--- config.mk ---
export PLATFORM = sky130hd
export DESIGN_NAME = mod_counter_updown
export DESIGN_NICKNAME = d
export VERILOG_FILES = /design/src/rtl/mod_counter_updown.sv
export SDC_FILE = /design/constraint.sdc
export NUM_CORES = 1
export LEC_CHECK = 0
export ABC_AREA = 1
export BUFFER_PORTS_ARGS = -buffer_cell sky130_fd_sc_hd__buf_2
export CORE_MARGIN = 3
export CORE_UTILIZATION = 50
export CTS_CLUSTER_DIAMETER = 200
export DETAILED_ROUTE_END_ITERATION = 10
export GPL_TIMING_DRIVEN = 0
export PLACE_DENSITY = 0.76
export SLEW_MARGIN = 15
export SYNTH_ARGS = -nofsm -noshare
export SYNTH_HDL_FRONTEND = slang
export SYNTH_SLANG_ARGS = --single-unit
--- constraint.sdc ---
create_clock -name clk -period 1.9 [get_ports clk]
set_input_delay 0.38 -clock clk [delete_from_list [all_inputs] [get_ports clk]]
set_output_delay 0.38 -clock clk [all_outputs]
set_load 0.05 [all_outputs]
--- src/rtl/mod_counter_updown.sv ---
// Programmable modulus up/down counter with runtime limit, load and free-running/one-shot run modes.
// Optional wrap event counter enabled by defining MOD_COUNTER_WRAP_COUNT_EN.
module mod_counter_updown #(
    parameter int N  = 4,
    parameter int WC = 8
) (
    input  logic         clk,
    input  logic         reset,
    input  logic         en,
    input  logic         dir,
    input  logic [N-1:0] limit,
    input  logic         mode_oneshot,
    input  logic         start,
    input  logic         load,
    input  logic [N-1:0] load_val,
    output logic [N-1:0] Q,
    output logic         tc,
    output logic         wrap,
    output logic         busy,
    output logic         done
`ifdef MOD_COUNTER_WRAP_COUNT_EN
    ,
    output logic [WC-1:0] wrap_cnt
`endif
);

    if (N < 2 || WC < 1) begin : g_param_check
        $error("mod_counter_updown: N must be >= 2 and WC >= 1");
    end

    typedef enum logic [1:0] {
        IDLE = 2'd0,
        RUN  = 2'd1,
        DONE = 2'd2
    } state_t;

    state_t       state, state_n;
    logic [N-1:0] q_n;
    logic         wrap_n;
    logic         terminal;
    logic [N-1:0] start_val;
    logic [N-1:0] load_clamped;

    assign terminal     = dir ? (Q >= limit) : (Q == '0);
    assign start_val    = dir ? '0 : limit;
    assign load_clamped = (load_val > limit) ? limit : load_val;

    assign tc   = (state == RUN) && terminal;
    assign busy = (state == RUN);
    assign done = (state == DONE);

    always_comb begin
        state_n = state;
        q_n     = Q;
        wrap_n  = 1'b0;
        if (load) begin
            q_n = load_clamped;
            if (state == DONE) begin
                state_n = IDLE;
            end
        end else if (start) begin
            q_n     = start_val;
            state_n = RUN;
        end else if (state == RUN && en) begin
            if (terminal) begin
                wrap_n = 1'b1;
                if (mode_oneshot) begin
                    state_n = DONE;
                end else begin
                    q_n = start_val;
                end
            end else if (dir) begin
                q_n = Q + 1'b1;
            end else begin
                // A limit lowered beneath Q pulls a down-count straight back into range.
                q_n = (Q > limit) ? limit : (Q - 1'b1);
            end
        end
    end

    always_ff @(posedge clk) begin
        if (reset) begin
            state <= IDLE;
            Q     <= '0;
            wrap  <= 1'b0;
        end else begin
            state <= state_n;
            Q     <= q_n;
            wrap  <= wrap_n;
        end
    end

`ifdef MOD_COUNTER_WRAP_COUNT_EN
    // Counts registered wrap pulses; a start that is not overridden by load clears it.
    always_ff @(posedge clk) begin
        if (reset) begin
            wrap_cnt <= '0;
        end else if (start && !load) begin
            wrap_cnt <= '0;
        end else if (wrap && (wrap_cnt != {WC{1'b1}})) begin
            wrap_cnt <= wrap_cnt + 1'b1;
        end
    end
`endif

endmodule
[Word level (Yosys, flattened, before mapping)]
Index checks and enable logic that the tools add are counted.
Storage, ports and cells
  ROM bits: 0
  memories kept: 0
  flip-flop bits (word level): 7
  output and inout bits: 8
  bits in writable memories: 0
  bits in latches: 0
  word-level logic and storage cells: 39
Operators by class
  bitwise gates (word level): 1
  reductions and logical operators: 9
  eq/ne operators: 4
  shift-type cells: 0
  divide/modulo/power cells: 0
  $lt $le $gt $ge: 3
  add/subtract/negate cells: 2
  mux-type cells: 17
  multiply operators: 0
Operators by type and width (count)
  $mux W4: 9
  $mux W2: 6
  $reduce_bool A3 Y1: 3
  $gt A4 B4 Y1: 2
  $add A4 B1 Y4 const B: 1
  $ge A4 B4 Y1: 1
  $logic_not A4 Y1: 1
  $ne A4 B4 Y1 const B: 1
  $reduce_and A4 Y1: 1
  $reduce_or A4 Y1: 1
  $sub A4 B1 Y4 const B: 1
  $eq A2 B1 Y1 const B: 1
  $eq A2 B2 Y1 const B: 1
  $logic_and A1 B1 Y1: 2
  $mux W1: 2
  $ne A2 B1 Y1 const B: 1
  $reduce_and A2 Y1: 1
  $not A1 Y1: 1

[Logic depth before layout (Yosys ltp)]
  depth in word-level cells: 7
  depth in mapped cells: 14
  mapped depth without buffers: 14

[Worst setup path before layout]
OpenSTA, ideal clock, no wires.
  path type: register to output
  start: register Q[0]
  end: output port tc
  slack: -1.054 ns
  cell stages (with the launch flop): 9
  data arrival time: 2.574 ns
  path through: dfxtp_1 -> inv_1 -> ha_1 -> nand2_1 -> nor2_4 -> nor2_4 -> nand3_4 -> nand2_4 -> nor3_1
Between the ends
  longest elaborated chain between the ends: 3
  elaborated cells between the ends (all ways): 4
  those cells by class: 1 x order compare; 1 x mux; 2 x reduce/logical
RTL lines
  start: declaration: RTL line 16  | output logic [N-1:0] Q,
  start signal: assignment: RTL line 88  | Q <= q_n;
  $ge A4 B4 Y1 / $logic_not A4 Y1 (equally long branches): RTL line 44  | assign terminal = dir ? (Q >= limit) : (Q == '0);
  $mux W1 (*): RTL line 44
  $logic_and A1 B1 Y1 (*): RTL line 48  | assign tc = (state == RUN) && terminal;
  end: declaration: RTL line 17  | output logic tc,
Mark *: on every way between the ends. The rest lies on a longest branch, timed or not.

[Worst setup path in the final report]
Ends and elaborated chain as after synthesis.

==> metrics.txt <==
Distinct cells, synth=25; main flop type after synthesis=dfxtp_1; CTS tree=done; worst-case vdd ir drop=513.3 µV; Final Hold Viols=0; Crit Path Max Fanout=3; Slew headroom=0.7728; final setup fails=1; Data required, critical path=around 1.5 ns; Worst-path clk slew=0.05 ns; DP HPWL=roughly 1.8 mm; Seq/Total Area, Yosys=0.1495; clock latency on the worst-skew pair=0.25 ns; Core ar.=between 1500 and 2000 µm²; clock sink count=7; pin count of the biggest net entering global routing=11; Via Count=approximately 1.1k; routed vias/inst=5.033; Final Max Tran Viols=0; ys async rst share=0; GRT met3 Usage=0.04893; status=complete, but fails checks; Crit. End Element=primary output; number of hold buffers added after CTS=0; final wirelength=2.517 mm; Remaining Overflow, GRT=0; drt pass-1 iters=4; Max-Cap Viols=0; Die Span Y=roughly 50 µm; final cell count without fillers=between 200 and 250; P_int=between 400 and 500 µW; Mapped Nets=roughly 180; leakage=0.0006367 µW; initial DRC count=17; cell area after layout=approximately 1200 µm²; share of post-route cells with drive strength above 1=0.3548; worst setup margin=-0.04835 ns; DRC Markers=0; Area contributors post-synth=nand2_1 16%, dfxtp_1 15%, ha_1 13%, nand3_1 11%, inv_1 7.2%; crit path kind=register to primary output; Total Routing Usage GR=0.2390; gate count of the mapped netlist=154; met1 Resource Use GR=0.2921; Final Util=0.7133; routability cong.=0.9345; Yosys reg bits=7; Num CTS Buffers=3; sw frac=0.4573; final hold slack=a little under 0.3 ns; Final min period=1.948 ns; post-synth top area share=0.1562; num ports=23; most frequent cell after synthesis=nand2_1; RSZ-0062 raised after global routing=yes; Post-synth top cells=39 x nand2_1, 20 x nand3_1, 18 x inv_1, 18 x nor2_1, 10 x ha_1; area grow syn2layout=32.84%; leading area contributor after synthesis=nand2_1; Worst EP arrival=~1.6 ns; Clk pwr share=0.180; die width=roughly 50 µm; dpl cell area=1110 µm²; Port Buffers=21; EDFF count, synth=0; fin nets=between 200 and 250; Initial Utilization=0.5369; WL/cell=roughly 12 µm; syn avg cell area=between 6 and 7 µm²; Final ANT Viol Nets=0; Combinational Power Share=0.583; first-pass GRT wire length=roughly 4.5 mm; sequential power share=0.237; CTS root buffer=clkbuf_4; PD cells=602.3 nW/µm²; Std-Cell Rows=15; vias in the first global route=1035; Worst setup SP type=register; synth warn=0; Worst-Margin Slew=around 0.34 ns; synthesized cell area=937.1 µm²; clk_skew=around 0.0018 ns; Tcrit/Tclk final=1.025; Clock Path Buffers=2; die area=about 2400 µm²; placed cells=200; met2 Use GR=0.4286; switching power=roughly 340 µW; H-tree depth=1; antenna cells=0; GRT busiest layer=met2; worst hold path class=input pin to register; failing checks=negative setup slack; initial antenna violation count=0; Highest Clock Rate=513.3 MHz
==> power groups by stage <==
| stage | clock (µW) | sequential, µW | combinational [µW] |
|---|---|---|---|
| 2_1_floorplan | 0 | 214 | 263 |
| 3_3_place_gp | 0 | 183 | 366 |
| 3_5_place_dp | 0 | 184 | 374 |
| 4_1_cts | 136 | 177 | 429 |
| 5_1_grt | 153 | 179 | 489 |
| 6_report | 135 | 178 | 437 |
==> registers in the layout (all words and copies together), names as in the netlist <==
| signal | cells |
|---|---|
| Q | 4 |
| wrap | 1 |
| state | 2 |
==> worst paths after layout <==
| kind | startpoint | end | slack (ns) | cells past startpoint |
|---|---|---|---|---|
| max | Q[0]$_SDFFE_PP0P_ | tc | -0.05 | 9 |
| max reg2reg | Q[3]$_SDFFE_PP0P_ | Q[0]$_SDFFE_PP0P_ | 0.15 | 9 |
| min reg2reg | state[0]$_SDFFE_PP0P_ | state[0]$_SDFFE_PP0P_ | 0.48 | 2 |
| min | reset | state[0]$_SDFFE_PP0P_ | 0.29 | 2 |
==> layout by cell type, fill, tap and decap left out, types with 5 or more instances in the layout <==
cell type and instances:
nand2_1 38, nor2_1 18, nand2_2 6, buf_2 21, inv_1 16, a21oi_1 7, inv_2 5, buf_4 7
nand3_1 20, ha_1 6
==> what timing repair did <==
| action | 4_1_cts | 5_1_grt |
|---|---|---|
| cloned | 0 | 0 |
| buffers inserted | 7 | 0 |
| setup endpoints to repair | 1 | 2 |
| pin swaps | 4 | 1 |
| hold endpoints to repair | 0 | 0 |
| gates resized for setup | 8 | 2 |
==> metrics by stage <==
| step | setup TNS (ns) | total power (µW) | setup slack, ns |
|---|---|---|---|
| 2_1_floorplan | -0.09662 | 477.6 | -0.09662 |
| 3_3_place_gp | -0.2000 | 549.3 | -0.1962 |
| 3_5_place_dp | -0.3041 | 558.1 | -0.2273 |
| 4_1_cts | -0.02415 | 742.6 | -0.02415 |
| 5_1_grt | -0.1061 | 820.4 | -0.1061 |
| 6_report | -0.04835 | 749.8 | -0.04835 |
==> per-layer routing <==
| layer | up-vias | routed length [µm] |
|---|---|---|
| met4 | 0 | 14 |
| met3 | 2 | 161 |
| met5 | - | 0 |
| li1 | 561 | - |
| met2 | 31 | 1244 |
| met1 | 468 | 1096 |
==> layout make-up <==
| cell class | instances | area [µm²] |
|---|---|---|
| clock buffer | 4 | 26.28 |
| timing repair buffer | 28 | 163.9 |
| tap | 25 | 31.28 |
| inverter | 22 | 85.08 |
| buffer | 2 | 8.758 |
| fill | 154 | 500.5 |
| sequential | 7 | 155.1 |
| multi-input combinational | 123 | 774.5 |
==> critical path: stages, from the launching register on <==
cell and delay [ns]:
dfxtp_4 0.36, inv_4 0.05, ha_4 0.27, nand2_4 0.05
nor2_4 0.13, nor2_4 0.05, nand3_4 0.06, nand2_4 0.06
nor3_4 0.11, buf_6 0.18
==> logic make-up after synthesis <==
family | Yosys count | synth area share
and+or+nand+nor | 95 | 0.4913
buffers and inverters | 24 | 0.09744
AOI/OAI and AO/OA | 15 | 0.1001
adders and majority gates | 10 | 0.1335
DFF | 7 | 0.1495
xor gates and xnor gates | 3 | 0.02804
Power figures use the tool's default switching activity.
